===== src/rtl/uart_pkg.sv =====
// Shared types and constants for the UART receive path: controller states and
// the bit-15-empty word convention used by both the receiver and the CPU view.
package uart_pkg;

    typedef enum logic [1:0] {
        IDLE  = 2'd0,
        CLEAR = 2'd1,
        WAIT  = 2'd2
    } rx_state_e;

    localparam logic [15:0] UART_EMPTY     = 16'h8000;
    localparam int          UART_EMPTY_BIT = 15;

    function automatic logic uart_word_empty(input logic [15:0] word);
        return word[UART_EMPTY_BIT];
    endfunction

    // Bits [14:8] of a valid word are never passed on.
    function automatic logic [15:0] uart_pack_byte(input logic [7:0] data);
        return {8'h00, data};
    endfunction

endpackage


===== src/rtl/sync_fifo.sv =====
// Single-clock FIFO with an explicit occupancy counter; push is accepted when
// full only if a pop is taken on the same edge, pop is ignored when empty.
module sync_fifo
    import uart_pkg::*;
#(
    parameter  int DEPTH = 16,
    parameter  int WIDTH = 8,
    localparam int AW    = $clog2(DEPTH)
) (
    input  logic             clk,
    input  logic             reset,
    input  logic             push_i,
    input  logic [WIDTH-1:0] data_i,
    input  logic             pop_i,
    output logic [WIDTH-1:0] data_o,
    output logic             full_o,
    output logic             empty_o,
    output logic [AW:0]      count_o
);

    localparam logic [AW:0]   CNT_ONE  = {{AW{1'b0}}, 1'b1};
    localparam logic [AW-1:0] PTR_ONE  = CNT_ONE[AW-1:0];
    localparam logic [AW:0]   FULL_CNT = CNT_ONE << AW;

    logic [WIDTH-1:0] mem_q [DEPTH];
    logic [AW-1:0]    wr_ptr_q, wr_ptr_d;
    logic [AW-1:0]    rd_ptr_q, rd_ptr_d;
    logic [AW:0]      count_q, count_d;
    logic             do_push, do_pop;

    assign full_o  = (count_q == FULL_CNT);
    assign empty_o = (count_q == '0);
    assign count_o = count_q;
    assign data_o  = mem_q[rd_ptr_q];

    assign do_pop  = pop_i && !empty_o;
    assign do_push = push_i && (!full_o || do_pop);

    always_comb begin
        wr_ptr_d = wr_ptr_q;
        rd_ptr_d = rd_ptr_q;
        count_d  = count_q;
        if (do_push) begin
            wr_ptr_d = wr_ptr_q + PTR_ONE;
        end
        if (do_pop) begin
            rd_ptr_d = rd_ptr_q + PTR_ONE;
        end
        unique case ({do_push, do_pop})
            2'b10:   count_d = count_q + CNT_ONE;
            2'b01:   count_d = count_q - CNT_ONE;
            default: count_d = count_q;
        endcase
    end

    always_ff @(posedge clk) begin
        if (reset) begin
            wr_ptr_q <= '0;
            rd_ptr_q <= '0;
            count_q  <= '0;
        end else begin
            wr_ptr_q <= wr_ptr_d;
            rd_ptr_q <= rd_ptr_d;
            count_q  <= count_d;
        end
    end

    // Storage needs no reset: nothing is visible until count_q says so.
    always_ff @(posedge clk) begin
        if (do_push) begin
            mem_q[wr_ptr_q] <= data_i;
        end
    end

endmodule


===== src/rtl/uart_rx_buffer_ctrl.sv =====
// Drains the UART receiver word into a byte FIFO with a capture/clear/wait
// handshake and presents the FIFO head to the CPU in the same empty-bit format.
module uart_rx_buffer_ctrl
    import uart_pkg::*;
#(
    parameter  int DEPTH = 16,
    localparam int AW    = $clog2(DEPTH)
) (
    input  logic        clk,
    input  logic        reset,
    input  logic [15:0] rx_data,
    output logic        rx_clear,
    output logic [15:0] cpu_out,
    input  logic        cpu_pop,
    input  logic        cpu_clr_ovf,
    output logic [AW:0] count,
    output logic        overflow
);

    rx_state_e  state_q;
    logic       rx_clear_q;
    logic       overflow_q, overflow_d;
    logic       byte_valid, drop, push;
    logic       fifo_full, fifo_empty;
    logic [7:0] head;
    logic       unused_rx_bits;

    assign unused_rx_bits = ^rx_data[14:8];

    assign byte_valid = (state_q == IDLE) && !uart_word_empty(rx_data);
    // A full FIFO still accepts when the CPU frees a slot on the same edge.
    assign drop       = byte_valid && fifo_full && !cpu_pop;
    assign push       = byte_valid && !drop;

    sync_fifo #(
        .DEPTH (DEPTH),
        .WIDTH (8)
    ) u_fifo (
        .clk     (clk),
        .reset   (reset),
        .push_i  (push),
        .data_i  (rx_data[7:0]),
        .pop_i   (cpu_pop),
        .data_o  (head),
        .full_o  (fifo_full),
        .empty_o (fifo_empty),
        .count_o (count)
    );

    always_comb begin
        overflow_d = overflow_q;
        if (drop) begin
            overflow_d = 1'b1;
        end else if (cpu_clr_ovf) begin
            overflow_d = 1'b0;
        end
    end

    always_ff @(posedge clk) begin
        if (reset) begin
            state_q    <= IDLE;
            rx_clear_q <= 1'b0;
            overflow_q <= 1'b0;
        end else begin
            overflow_q <= overflow_d;
            rx_clear_q <= 1'b0;
            case (state_q)
                IDLE: begin
                    if (byte_valid) begin
                        state_q    <= CLEAR;
                        rx_clear_q <= 1'b1;
                    end
                end
                CLEAR: begin
                    state_q <= WAIT;
                end
                WAIT: begin
                    if (uart_word_empty(rx_data)) begin
                        state_q <= IDLE;
                    end
                end
                default: begin
                    state_q <= IDLE;
                end
            endcase
        end
    end

    // Reset also clears the receiver so both sides restart empty.
    assign rx_clear = rx_clear_q | reset;
    assign overflow = overflow_q;
    assign cpu_out  = fifo_empty ? UART_EMPTY : uart_pack_byte(head);

endmodule


===== config.mk =====
export PLATFORM = sky130hd
export DESIGN_NAME = uart_rx_buffer_ctrl
export DESIGN_NICKNAME = d
export VERILOG_FILES = /design/src/rtl/uart_pkg.sv /design/src/rtl/sync_fifo.sv /design/src/rtl/uart_rx_buffer_ctrl.sv
export SDC_FILE = /design/constraint.sdc
export NUM_CORES = 1
export LEC_CHECK = 0
export CAP_MARGIN = 20
export CORE_MARGIN = 2
export CORE_UTILIZATION = 50
export CTS_CLUSTER_SIZE = 8
export DETAILED_ROUTE_END_ITERATION = 16
export HOLD_SLACK_MARGIN = 0.08
export PLACE_DENSITY = 0.69
export SYNTH_ARGS = -nofsm -noshare
export SYNTH_HDL_FRONTEND = slang
export SYNTH_HIERARCHICAL = 1
export SYNTH_SLANG_ARGS = --single-unit

===== constraint.sdc =====
create_clock -name clk -period 7.8 [get_ports clk]
set_input_delay 1.56 -clock clk [delete_from_list [all_inputs] [get_ports clk]]
set_output_delay 1.56 -clock clk [all_outputs]
set_load 0.005 [all_outputs]

==> flow_metrics.py <==
metrics = {
    "yosys": {
        "synth_edf_count": 128,
        "yosys-top-cells-count": "128 x edfxtp_1, 32 x mux4_2, 21 x dfxtp_1, 19 x nor2_1, 16 x a22oi_1",
        "netlist_instances": 357,
        "synth_area_leaders": "edfxtp_1 63%, mux4_2 12%, dfxtp_1 6.9%, a22oi_1 2.0%, ha_1 1.6%",
        "avgSynthCellArea_um2": 17.2,
        "syn_area_um2": 6140,
        "yosysSeqAreaShare_pct": 69.5,
        "synth_cell_types": 49,
        "ys_ff_latch": 149,
        "yosysWarnings": 6,
        "async_flop_share_pct": 0,
        "synth_most_common_cell": "edfxtp_1",
        "synth_largest_area_cell": "edfxtp_1",
        "synthFlopType": "edfxtp_1",
        "yosysTopAreaCellShare_pct": 62.6,
    },
    "cells_and_area": {
        "diodes": 0,
        "final_core_util_pct": 59.6,
        "nNetsFinal": 421,
        "drive_above_1_share_pct": 19.8,
        "area_delta_synth_final_pct": 16.7,
        "stdcell_area_um2": 7160,
        "final_cells": 552,
    },
    "detailed_routing": {
        "firstDrtPassIters": 5,
        "wl_um": 11400,
        "num_vias": 3154,
        "drt_iter0_markers": 226,
        "wire_per_inst_um": 20.6,
        "drc": 0,
        "drtAntennaViolNets": 0,
        "via_per_inst": 5.71,
    },
    "place": {
        "dpl-instance-area_um2": 6540,
        "port_buffers": 28,
        "pre_cts_slack_ns": 2.95,
        "gp_congestion": 0.734,
        "place_inst": 517,
        "dpl.hpwl_um": 6980,
    },
    "setup_path": {
        "cp_slowest_stage_delay_ns": 0.80,
        "worstRegToRegCells": 12,
        "cp.required_ns": 6.24,
        "cp-end-kind": "output pin",
        "cp-endpoint": "rx_clear",
        "reg2reg_from": "u_fifo/count_o[0]$_SDFFE_PP0P_",
        "crit_buf_inv": 2,
        "start_kind": "input port",
        "cp_common_cell": "clkdlybuf4s50_1",
        "worst_r2r_endpoint": "u_fifo/count_o[4]$_SDFFE_PP0P_",
        "critical_path_class": "input port to output pin",
        "crit_cells": 3,
        "crit_chain": "clkdlybuf4s50_1 > or2_2 > clkdlybuf4s50_1",
        "critPathMaxFanout": 20,
        "cp-startpoint": "reset",
        "crit_arrival_ns": 3.27,
        "critPathTopFamily": "buffers and inverters",
        "r2r_slack_ns": 4.23,
        "cp_slowest_cell": "clkdlybuf4s50_1",
    },
    "global_routing": {
        "grtUsageTotal_pct": 18.8,
        "grt_max_degree": 33,
        "antenna_found_initial": 0,
        "grt_overflow": 0,
        "grt_pass1_wl_um": 17800,
        "grt_pass1_vias": 3264,
    },
    "die": {
        "initial_core_util_pct": 51.1,
        "core_um2": 12000,
        "num_rows": 40,
        "fp.dieW_um": 115,
        "die_h_um": 115,
        "boundaryPins": 43,
        "die_area_um2": 13200,
    },
    "clock_tree": {
        "cts-htree-levels": 4,
        "insertion_delay_ns": 0.41,
        "cts_sinks": 149,
        "cts_tree": "done",
        "cts_setup_buffers": 0,
        "cts_buffer_depth": 2,
        "cts_resized": 0,
        "cts_made_buffers": 17,
        "postCtsHoldBufs": 0,
        "cts_root_buffer": "clkbuf_16",
        "clkSlewWorstSetupHoldPaths_ns": 0.06,
    },
    "timing": {
        "setup_slack_ns": 2.97,
        "fin_tns_setup_ns": 0,
        "finClkSkew_ns": 0.00699,
        "drv_slew": 0,
        "rsz0062_at_grt": "no",
        "whs_ns": 0.485,
        "finalCritPeriodShare_pct": 62.0,
        "finalSetupViolations": 0,
        "worst_slew_pin_slew_ns": 1.06,
        "fin_crit_ns": 4.83,
        "relSlewSlack_pct": 29.1,
        "finalHoldViolCount": 0,
        "fmax_ghz": 0.207,
    },
    "power": {
        "power_density_nw_per_um2": 313,
        "finalPower_mw": 2.24,
        "ir_drop_v": 0.000200,
        "p_leak_nw": 2.38,
    },
    "flow_run": {
        "max-cap-violations": 0,
    },
    "run_status": {
        "status": "completed",
    },
    "hold_path": {
        "hold_path_class": "flop to flop",
    },
}
-- state kept, by name, indices dropped and copies added (netlist names), named ones only --
| signal | cells |
|---|---|
| state_q | 2 |
| u_fifo/wr_ptr_q | 4 |
| u_fifo/rd_ptr_q | 4 |
| u_fifo/count_o | 5 |
| overflow | 1 |
| u_fifo/mem_q | 128 |
| rx_clear_q | 1 |
-- worst register-to-register path, stage by stage (launching register included) --
cell	delay, ns
dfxtp_1	0.37
or4_1	0.79
nor2_1	0.17
nor2b_1	0.18
nor4_1	0.06
buf_4	0.18
nor2b_1	0.20
o21ai_4	0.10
fa_1	0.41
nand2b_1	0.17
o2bb2ai_1	0.18
nor3b_1	0.17
or4_1	0.48
-- cells by family (layout without fill, tap and decap cells) --
logic type | Yosys count | in the layout | share of synthesized area, %
XOR/XNOR | 5 | 5 | 0.714
flip-flops | 149 | 149 | 69.5
AO/OA/AOI/OAI | 40 | 40 | 5.12
other | 1 | 7 | 0.0611
buffers and inverters | 36 | 78 | 2.87
multiplexers | 37 | 37 | 12.6
AND/OR/NAND/NOR | 80 | 80 | 7.22
adder cells (fa/ha/maj) | 9 | 9 | 1.96
-- where the power goes --
part	switching [mW]	total, mW	internal [mW]
Clock	0.295	0.824	0.530
Sequential	0.0287	0.929	0.900
Combinational	0.241	0.485	0.244
Total	0.564	2.24	1.67
-- metal layers --
metal / share of wire, % / vias up / GRT usage, % / wire, um
met5: 0 / - / 0 / 0
met4: 0.96 / 0 / 6.27 / 109
met3: 5.1 / 10 / 4.96 / 580
met2: 52 / 84 / 30.5 / 5870
met1: 42 / 1595 / 25.2 / 4810
li1: - / 1465 / - / -
-- placed cells by master (no fill, tap or decap), drive strengths merged, types with 3 or more instances in the layout --
cell type,n
clkinv,7
nand2b,3
nand3,5
xor2,3
and3,4
ha,8
nor2,19
mux4,32
buf,6
nor3b,3
nor2b,14
clkdlybuf4s50,28
dfxtp,21
nand2,8
o21ai,6
clkbuf,20
bufinv,4
a22oi,16
nor3,4
edfxtp,128
conb,7
a21oi,3
nor4,8
mux2i,4
inv,12
o21a,5
and2,5
-- worst min-delay path by stage --
stage | start | to | slack, ns | cells past startpoint
global route | overflow$_SDFFE_PP0P_ | overflow$_SDFFE_PP0P_ | 0.51 | 1
floorplan | state_q[1]$_SDFFE_PP0P_ | state_q[0]$_SDFFE_PP0P_ | 0.46 | 1
detailed placement | overflow$_SDFFE_PP0P_ | overflow$_SDFFE_PP0P_ | 0.46 | 1
global placement | overflow$_SDFFE_PP0P_ | overflow$_SDFFE_PP0P_ | 0.46 | 1
finish | overflow$_SDFFE_PP0P_ | overflow$_SDFFE_PP0P_ | 0.49 | 1
CTS | overflow$_SDFFE_PP0P_ | overflow$_SDFFE_PP0P_ | 0.49 | 1
-- area by class of cell --
| cell class | instances | area [um^2] |
|---|---|---|
| Fill cell | 884 | 4850 |
| Clock buffer | 20 | 437 |
| Timing Repair Buffer | 34 | 325 |
| Clock inverter | 12 | 160 |
| Tap cell | 147 | 184 |
| Sequential cell | 149 | 4270 |
| Inverter | 12 | 45.0 |
| Multi-Input combinational cell | 178 | 1740 |
No activity file was read; power rests on OpenSTA's default activity.
